`src/rtl/apu_pkg.sv`:
```
// -----------------------------------------------------------------------------
// apu_pkg
// Shared types and constants for the APU frame sequencer.
//   fs_step_t      : 3-bit frame sequencer step (0-7)
//   FS_LEN_MASK    : steps that clock the length counters (bit index = step)
//   FS_SWEEP_MASK  : steps that clock the ch1 sweep
//   FS_ENV_MASK    : steps that clock the envelopes
// -----------------------------------------------------------------------------
package apu_pkg;

  typedef logic [2:0] fs_step_t;

  localparam logic [7:0] FS_LEN_MASK   = 8'b0101_0101;
  localparam logic [7:0] FS_SWEEP_MASK = 8'b0100_0100;
  localparam logic [7:0] FS_ENV_MASK   = 8'b1000_0000;

endpackage

```
`src/rtl/apu_ce_div.sv`:
```
// -----------------------------------------------------------------------------
// apu_ce_div
// Free-running 2-bit divider that derives the 2 MHz and 1 MHz clock enables
// from the 4 MHz APU clock.
// Ports:
//   apuv_4mhz  in  : APU clock
//   apu_reset  in  : synchronous active-high reset (APU powered off)
//   ce_2mhz    out : high every 2nd cycle (ce_cnt[0])
//   ce_1mhz    out : high every 4th cycle (ce_cnt == 3)
// -----------------------------------------------------------------------------
module apu_ce_div (
  input  logic apuv_4mhz,
  input  logic apu_reset,
  output logic ce_2mhz,
  output logic ce_1mhz
);

  logic [1:0] ce_cnt;

  always_ff @(posedge apuv_4mhz) begin
    if (apu_reset) begin
      ce_cnt <= 2'd0;
    end else begin
      ce_cnt <= ce_cnt + 2'd1;
    end
  end

  // Decoded straight from the counter so both enables are 0 right after reset
  // and rise after the 1st and 3rd released edges respectively.
  assign ce_2mhz = ce_cnt[0];
  assign ce_1mhz = (ce_cnt == 2'd3);

endmodule

```
`src/rtl/apu_frame_sequencer.sv`:
```
// -----------------------------------------------------------------------------
// apu_frame_sequencer
// Divides the 512 Hz DIV event (falling edge of DIV bit 4) into the length,
// sweep and envelope ticks for channels 1-4, and provides the 2 MHz / 1 MHz
// clock enables.
// Optional feature: define APU_FS_TESTMODE_EN to add the t1_nt2 test input,
// which steps the sequencer once per ce_1mhz instead of on DIV events.
// Ports:
//   apuv_4mhz  in     : APU clock, all state updates on its rising edge
//   apu_reset  in     : synchronous active-high reset (NR52 power off)
//   div_bit    in     : DIV bit 4 level; each falling edge is one event
//   t1_nt2     in     : test mode select (only with APU_FS_TESTMODE_EN)
//   ce_2mhz    out    : clock enable, every 2nd cycle
//   ce_1mhz    out    : clock enable, every 4th cycle
//   len_tick   out    : 1-cycle pulse, length counters (steps 0,2,4,6)
//   sweep_tick out    : 1-cycle pulse, ch1 sweep (steps 2,6)
//   env_tick   out    : 1-cycle pulse, envelopes (step 7)
//   fs_step    out[3] : current step
//   len_half   out    : next step will not clock length
// -----------------------------------------------------------------------------
module apu_frame_sequencer
  import apu_pkg::*;
(
  input  logic     apuv_4mhz,
  input  logic     apu_reset,
  input  logic     div_bit,
`ifdef APU_FS_TESTMODE_EN
  input  logic     t1_nt2,
`endif
  output logic     ce_2mhz,
  output logic     ce_1mhz,
  output logic     len_tick,
  output logic     sweep_tick,
  output logic     env_tick,
  output fs_step_t fs_step,
  output logic     len_half
);

  logic div_q;
  logic fs_ev;

  apu_ce_div u_ce_div (
    .apuv_4mhz (apuv_4mhz),
    .apu_reset (apu_reset),
    .ce_2mhz   (ce_2mhz),
    .ce_1mhz   (ce_1mhz)
  );

`ifdef APU_FS_TESTMODE_EN
  // In test mode div_q still follows div_bit, so dropping t1_nt2 while
  // div_bit is low does not look like a fresh falling edge.
  assign fs_ev = t1_nt2 ? ce_1mhz : (div_q & ~div_bit);
`else
  assign fs_ev = div_q & ~div_bit;
`endif

  always_ff @(posedge apuv_4mhz) begin
    // div_q tracks div_bit even in reset so release never produces an edge.
    div_q <= div_bit;
    if (apu_reset) begin
      fs_step    <= '0;
      len_tick   <= 1'b0;
      sweep_tick <= 1'b0;
      env_tick   <= 1'b0;
    end else begin
      // Ticks are decoded from the step value before the advance.
      len_tick   <= fs_ev & FS_LEN_MASK[fs_step];
      sweep_tick <= fs_ev & FS_SWEEP_MASK[fs_step];
      env_tick   <= fs_ev & FS_ENV_MASK[fs_step];
      if (fs_ev) begin
        fs_step <= fs_step + 3'd1;
      end
    end
  end

  assign len_half = fs_step[0];

endmodule

```
`config.mk`:
```
export PLATFORM = sky130hd
export DESIGN_NAME = apu_frame_sequencer
export DESIGN_NICKNAME = d
export VERILOG_FILES = /design/src/rtl/apu_pkg.sv /design/src/rtl/apu_ce_div.sv /design/src/rtl/apu_frame_sequencer.sv
export SDC_FILE = /design/constraint.sdc
export NUM_CORES = 1
export LEC_CHECK = 0
export CAP_MARGIN = 20
export CORE_MARGIN = 2
export CORE_UTILIZATION = 30
export CTS_CLUSTER_DIAMETER = 200
export CTS_CLUSTER_SIZE = 40
export DETAILED_ROUTE_END_ITERATION = 6
export GPL_TIMING_DRIVEN = 0
export REMOVE_ABC_BUFFERS = 1
export SLEW_MARGIN = 25
export SYNTH_ARGS = -nofsm -noshare
export SYNTH_HDL_FRONTEND = slang
export SYNTH_SLANG_ARGS = --single-unit
```
`constraint.sdc`:
```
create_clock -name apuv_4mhz -period 2.8 [get_ports apuv_4mhz]
set_input_delay 0.56 -clock apuv_4mhz [delete_from_list [all_inputs] [get_ports apuv_4mhz]]
set_output_delay 0.56 -clock apuv_4mhz [all_outputs]
set_load 0.02 [all_outputs]
```
==> results of run 1 <==
==> power breakdown <==
group          total [W]  leakage, nW  switching (W)  internal (W)
sequential      0.000184       0.0983     0.00000543      0.000178
clock           0.000138       0.0210      0.0000586     0.0000791
combinational  0.0000376        0.101      0.0000186     0.0000190
==> cells in the final DEF (no fill, tap or decap) <==
master            n
dfxtp_1          12
nand2b_4          1
clkdlybuf4s50_1  11
nor3b_1           4
clkbuf_4          3
or3_1             1
xnor2_1           1
nor2_1            4
a211oi_2          1
clkbuf_8          1
mux2i_1           1
nor2b_1           1
ha_1              2
xor2_1            2
or2_1             1
nand3b_1          1
nand3_1           1
==> cell usage after synthesis <==
master and count:
or2_1 1, mux2i_1 1, dfxtp_1 12, or3_1 1, buf_4 1, xnor2_1 1
nor2_1 4, a211oi_2 1, nand3_1 1, nand3b_1 1, clkbuf_1 1, nor2b_1 1
nor3b_1 4, xor2_1 2, ha_1 2, buf_6 1, nand2b_4 1
==> per-layer routing <==
layer	global-route usage	wire, um	share of wire	vias up
met1	0.108	318	0.43	142
met3	0.0478	49	0.066	2
met4	0.0581	10	0.013	0
met2	0.181	365	0.49	11
met5	0	0	0	-
li1	-	-	-	143
==> per-stage QoR <==
step | cell area, um^2 | power [W]
2_1_floorplan | 404 | 0.000206
3_3_place_gp | 533 | 0.000223
3_5_place_dp | 533 | 0.000225
4_1_cts | 569 | 0.000362
5_1_grt | 569 | 0.000378
6_report | 569 | 0.000359
==> cells by family (layout without fill, tap and decap cells) <==
family,Yosys count,after routing,synth area share
buf+inv,3,15,0.0528
flops,12,12,0.563
simple gates,14,14,0.211
xor+xnor,3,3,0.0616
fa+ha+maj,2,2,0.0586
mux,1,1,0.0235
compound gates,1,1,0.0293
==> how the worst min path moves through the flow <==
stage                     slack [ns]  cells past startpoint                 end               start
after floorplan                 0.44                      1            env_tick           flip-flop
after global placement          0.41                      1  u_ce_div.ce_cnt[0]  u_ce_div.ce_cnt[0]
after detailed placement        0.43                      1  u_ce_div.ce_cnt[0]  u_ce_div.ce_cnt[0]
after CTS                       0.45                      1  u_ce_div.ce_cnt[0]  u_ce_div.ce_cnt[0]
after global routing            0.47                      1            len_tick           flip-flop
final                           0.45                      1  u_ce_div.ce_cnt[0]  u_ce_div.ce_cnt[0]
==> final cells by class <==
cell class | count | area share
Sequential cell | 12 | 0.422
Tap cell | 15 | 0.0330
Clock buffer | 4 | 0.0637
Timing Repair Buffer | 11 | 0.193
Multi-Input combinational cell | 21 | 0.288
==> impl_results.md, run 1 <==
- Levels on crit path: 2
- Setup bufs post-CTS: 0
- Gr usage total: 0.107
- Worst-path cell chain: ha_1 > clkdlybuf4s50_1
- Worst hold path type: reg2reg
- Power Density: 631 mW/mm^2
- N_diodes: 0
- Fillers: 123
- Synth area leader: dfxtp_1
- DR vias: 298
- Slew headroom: 0.739
- H-Tree Depth: 1
- Family with the most delay on the worst path: buffers and inverters
- Layout cell share with drive strength beyond 1: 0.125
- Worst skew pair latency: 0.27 ns
- Port buffer count: 11
- Post-Route WL: 743 um
- CTS tree: yes
- Worst path max stage delay: 0.59 ns
- Initial DRC count: 1
- Register area: 240 um^2
- Post-Layout Cell Count: 63
- Setup slack after layout: 0.859 ns
- CP Class: reg2out
- FF-to-FF setup slack: 1.48 ns
- Synth top area share: 0.563
- Crit path capture type: output pin
- FF-to-FF path depth: 4
- Ports: 12
- #FFs+latches synth: 12
- Cell area after synthesis: 427 um^2
- Vias in the first global route: 329
- Sequential cell area fraction in the yosys report: 0.563
- Synthesized area per cell: 11.9 um^2
- Die Wd: 41.7 um
- Type of origin of the critical path: flip-flop
- Post-layout min period: 1.94 ns
- Setup_tns: 0 ns
- RSZ-0062 raised after global routing: false
- Clock tree buffer depth: 2
- Setup crit start: u_ce_div.ce_cnt[0]
- Pin count of the biggest net entering global routing: 12
- Post-Syn Instances: 36
- Syn-to-layout area delta: 33.4%
- Synth top area cells: dfxtp_1, nor3b_1, ha_1
- Critical path peak fanout: 3
- Fin crit share: 0.693
- Vias per inst: 4.73
- Layout Utilization: 0.432
- Post_cts resized: 0
- Hold-fix buffers at CTS: 0
- Number of max-cap violations: 0
- Count of final setup violators: 0
- Nets: 54
- Req. time, crit path: 2.24 ns
- FF-to-FF Start: fs_step[0]
- Placed Instances: 59
- DRT Pass-1 Iters: 2
- Critical-path top delay cell: clkdlybuf4s50_1
- Worst-Margin Slew: 0.390 ns
- # DRC: 0
- Place WS: 0.970 ns
- Hold WS: 0.446 ns
- Status: finished clean
- Hpwl dp: 515 um
- CTS buffer count: 3
- Core area: 0.00132 mm^2
- Final Max Tran Viols: 0
- Critical Path Sink: ce_1mhz
- Routed len/inst: 11.8 um
- Die area: 0.00174 mm^2
- Worst Skew: 0.00138 ns
- Initial antenna violation count: 0
- Initial Util: 0.324
- Netlist cell types: 17
- Rows: 13
- First-pass GRT wire length: 1.39 mm
- YS warnings: 0
- Gr ovfl total: 0
- Reg clk slew, reported paths: 0.08 ns
- Peak supply drop: 0.300 mV
- Clock Tree Root: clkbuf_4
- Final GP Congestion: 0.718
- Static Leakage: 0.220 nW
- Max Freq: 515 MHz
- Final Hold Viols: 0
- Worst path arrival time: 1.38 ns
- Routed Antenna Nets: 0
- Multi-input gate area: 164 um^2
- Total clock sinks: 12
- Buffers and inverters on the worst path: 1
- Die height: 41.7 um
Power figures use the tool's default switching activity.
==> run 2, diff against run 1 <==
Clock period 2.8 ns to 1.6 ns, I/O delays scaled along.
==> impl_results.md, run 2 (synthesis gave the netlist of run 1 again) <==
- Status: finished clean
- Place WS: 0.0104 ns
- Logic pwr share: 0.098
- Final GP Congestion: 0.718
- Die height: 41.7 um
- First-pass GRT wire length: 1.37 mm
- Setup slack after layout: 0.109 ns
- FF-to-FF setup slack: 0.29 ns
- Setup bufs post-CTS: 0
- Setup crit start: len_tick
- Port buffer count: 11
- H-Tree Depth: 1
- Worst-path cell chain: clkdlybuf4s50_1
- Placed cell areas: 533 um^2
- Buffers and inverters on the worst path: 1
- Post-layout instance area: 569 um^2
- Fillers: 127
- Clock tree buffer depth: 2
- Post-Route WL: 728 um
- Gr usage total: 0.106
- Pint: 0.000479 W
- Min-delay src: u_ce_div.ce_cnt[0]
- Final Max Tran Viols: 0
- Most frequent cells in the layout: dfxtp_1, clkdlybuf4s50_1, nor3b_1, nor2_1, dlygate4sd2_1
- FF-to-FF Start: fs_step[0]
- Crit path capture type: output pin
- Final Hold Viols: 0
- RSZ-0062 raised after global routing: false
- DR vias: 293
- Worst skew pair latency: 0.27 ns
- Syn-to-layout area delta: 33.4%
- Power Density: 1090 mW/mm^2
- Critical Path Sink: len_tick
- Pin count of the biggest net entering global routing: 12
- Total chip power: 0.000620 W
- Family with the most delay on the worst path: buffers and inverters
- Total clock sinks: 12
- Fin crit share: 0.932
- Routed Antenna Nets: 0
- Peak supply drop: 0.519 mV
- Initial DRC count: 6
- Worst hold path type: reg2reg
- Req. time, crit path: 1.28 ns
- Layout cell share with drive strength beyond 1: 0.125
- Vias in the first global route: 323
- Number of max-cap violations: 0
- Critical path peak fanout: 1
- Nets: 54
- N_diodes: 0
- Rows: 13
- Type of origin of the critical path: flip-flop
- Reg clk slew, reported paths: 0.07 ns
- DRT Pass-1 Iters: 2
- Worst-Margin Slew: 0.393 ns
- Ports: 12
- Met3 Usage GRT: 0.0478
- Clk pwr share: 0.384
- Hpwl dp: 515 um
- Gr ovfl total: 0
- Count of final setup violators: 0
- P_sw: 0.000142 W
- Initial antenna violation count: 0
- Register share of total power: 0.517
- Post-Layout Cell Count: 63
- Placed Instances: 59
- Die area: 0.00174 mm^2
- Commonest non-fill, non-tap cell in the layout: dfxtp_1
- Worst Skew: 0.00183 ns
- Clock Tree Root: clkbuf_4
- Initial Util: 0.324
- Grt met2 use: 0.178
- Slew headroom: 0.737
- Core area: 0.00132 mm^2
- Worst path arrival time: 1.17 ns
- Vias per inst: 4.65
- # DRC: 0
- Sw Share: 0.228
- CTS tree: yes
- Max Freq: 671 MHz
- FF-to-FF path depth: 4
- Post-layout min period: 1.49 ns
- CTS buffer count: 3
- Hold-fix buffers at CTS: 0
- Worst path max stage delay: 0.59 ns
- GRT busiest layer: met2
- Critical-path top delay cell: clkdlybuf4s50_1
- Setup_tns: 0 ns
- Routed len/inst: 11.6 um
- Levels on crit path: 1
- Static Leakage: 0.267 nW
- CP Class: reg2out
- Post_cts resized: 4
- Die Wd: 41.7 um
- Met1 Track Usage GR: 0.108
-- run 2: cell count changes in the layout (fill, tap and decap cells not counted) --
cell	previous run	this run
clkdlybuf4s50_1	11	5
dlygate4sd2_1	0	4
dlymetal6s2s_1	0	2
-- run 2: layer usage --
layer  routed length [um]  up-vias  part of all wire
met5                    0        -                 0
met4                   10        0             0.014
met3                   46        2             0.063
met2                  363       11              0.50
met1                  308      139              0.42
li1                     -      141                 -
-- run 2: layout make-up --
type / instances / area, um^2 / share of cell area
Clock buffer: 4 / 36.3 / 0.0637
Multi-Input combinational cell: 21 / 164 / 0.288
Sequential cell: 12 / 240 / 0.422
Tap cell: 15 / 18.8 / 0.0330
Timing Repair Buffer: 11 / 110 / 0.193
-- run 2: worst register-to-register path, cell delays in order (launching register included) --
cell,delay (ns)
dfxtp_1,0.44
ha_1,0.23
xnor2_1,0.07
or3_1,0.32
a211oi_2,0.18
-- run 2: power by group through the flow --
stage / combinational [W] / sequential (W) / clock [W]
floorplan: 0.0000234 / 0.000337 / 0
global placement: 0.0000633 / 0.000327 / 0
detailed placement: 0.0000661 / 0.000328 / 0
CTS: 0.0000628 / 0.000321 / 0.000245
global route: 0.0000680 / 0.000323 / 0.000266
finish: 0.0000611 / 0.000321 / 0.000238
-- run 2: stage by stage --
step                      hold slack, ns  utilization
after global routing               0.468        0.432
after floorplan                    0.348            -
after detailed placement           0.427        0.405
final                              0.441        0.432
after CTS                          0.446        0.428
after global placement             0.411        0.405
-- run 2: how the worst min path moves through the flow --
stage,to,slack (ns),cells past startpoint
final,u_ce_div.ce_cnt[0],0.44,1
after global placement,u_ce_div.ce_cnt[0],0.41,1
after detailed placement,u_ce_div.ce_cnt[0],0.43,1
after CTS,u_ce_div.ce_cnt[0],0.45,1
after floorplan,div_q,0.35,0
after global routing,len_tick,0.47,1
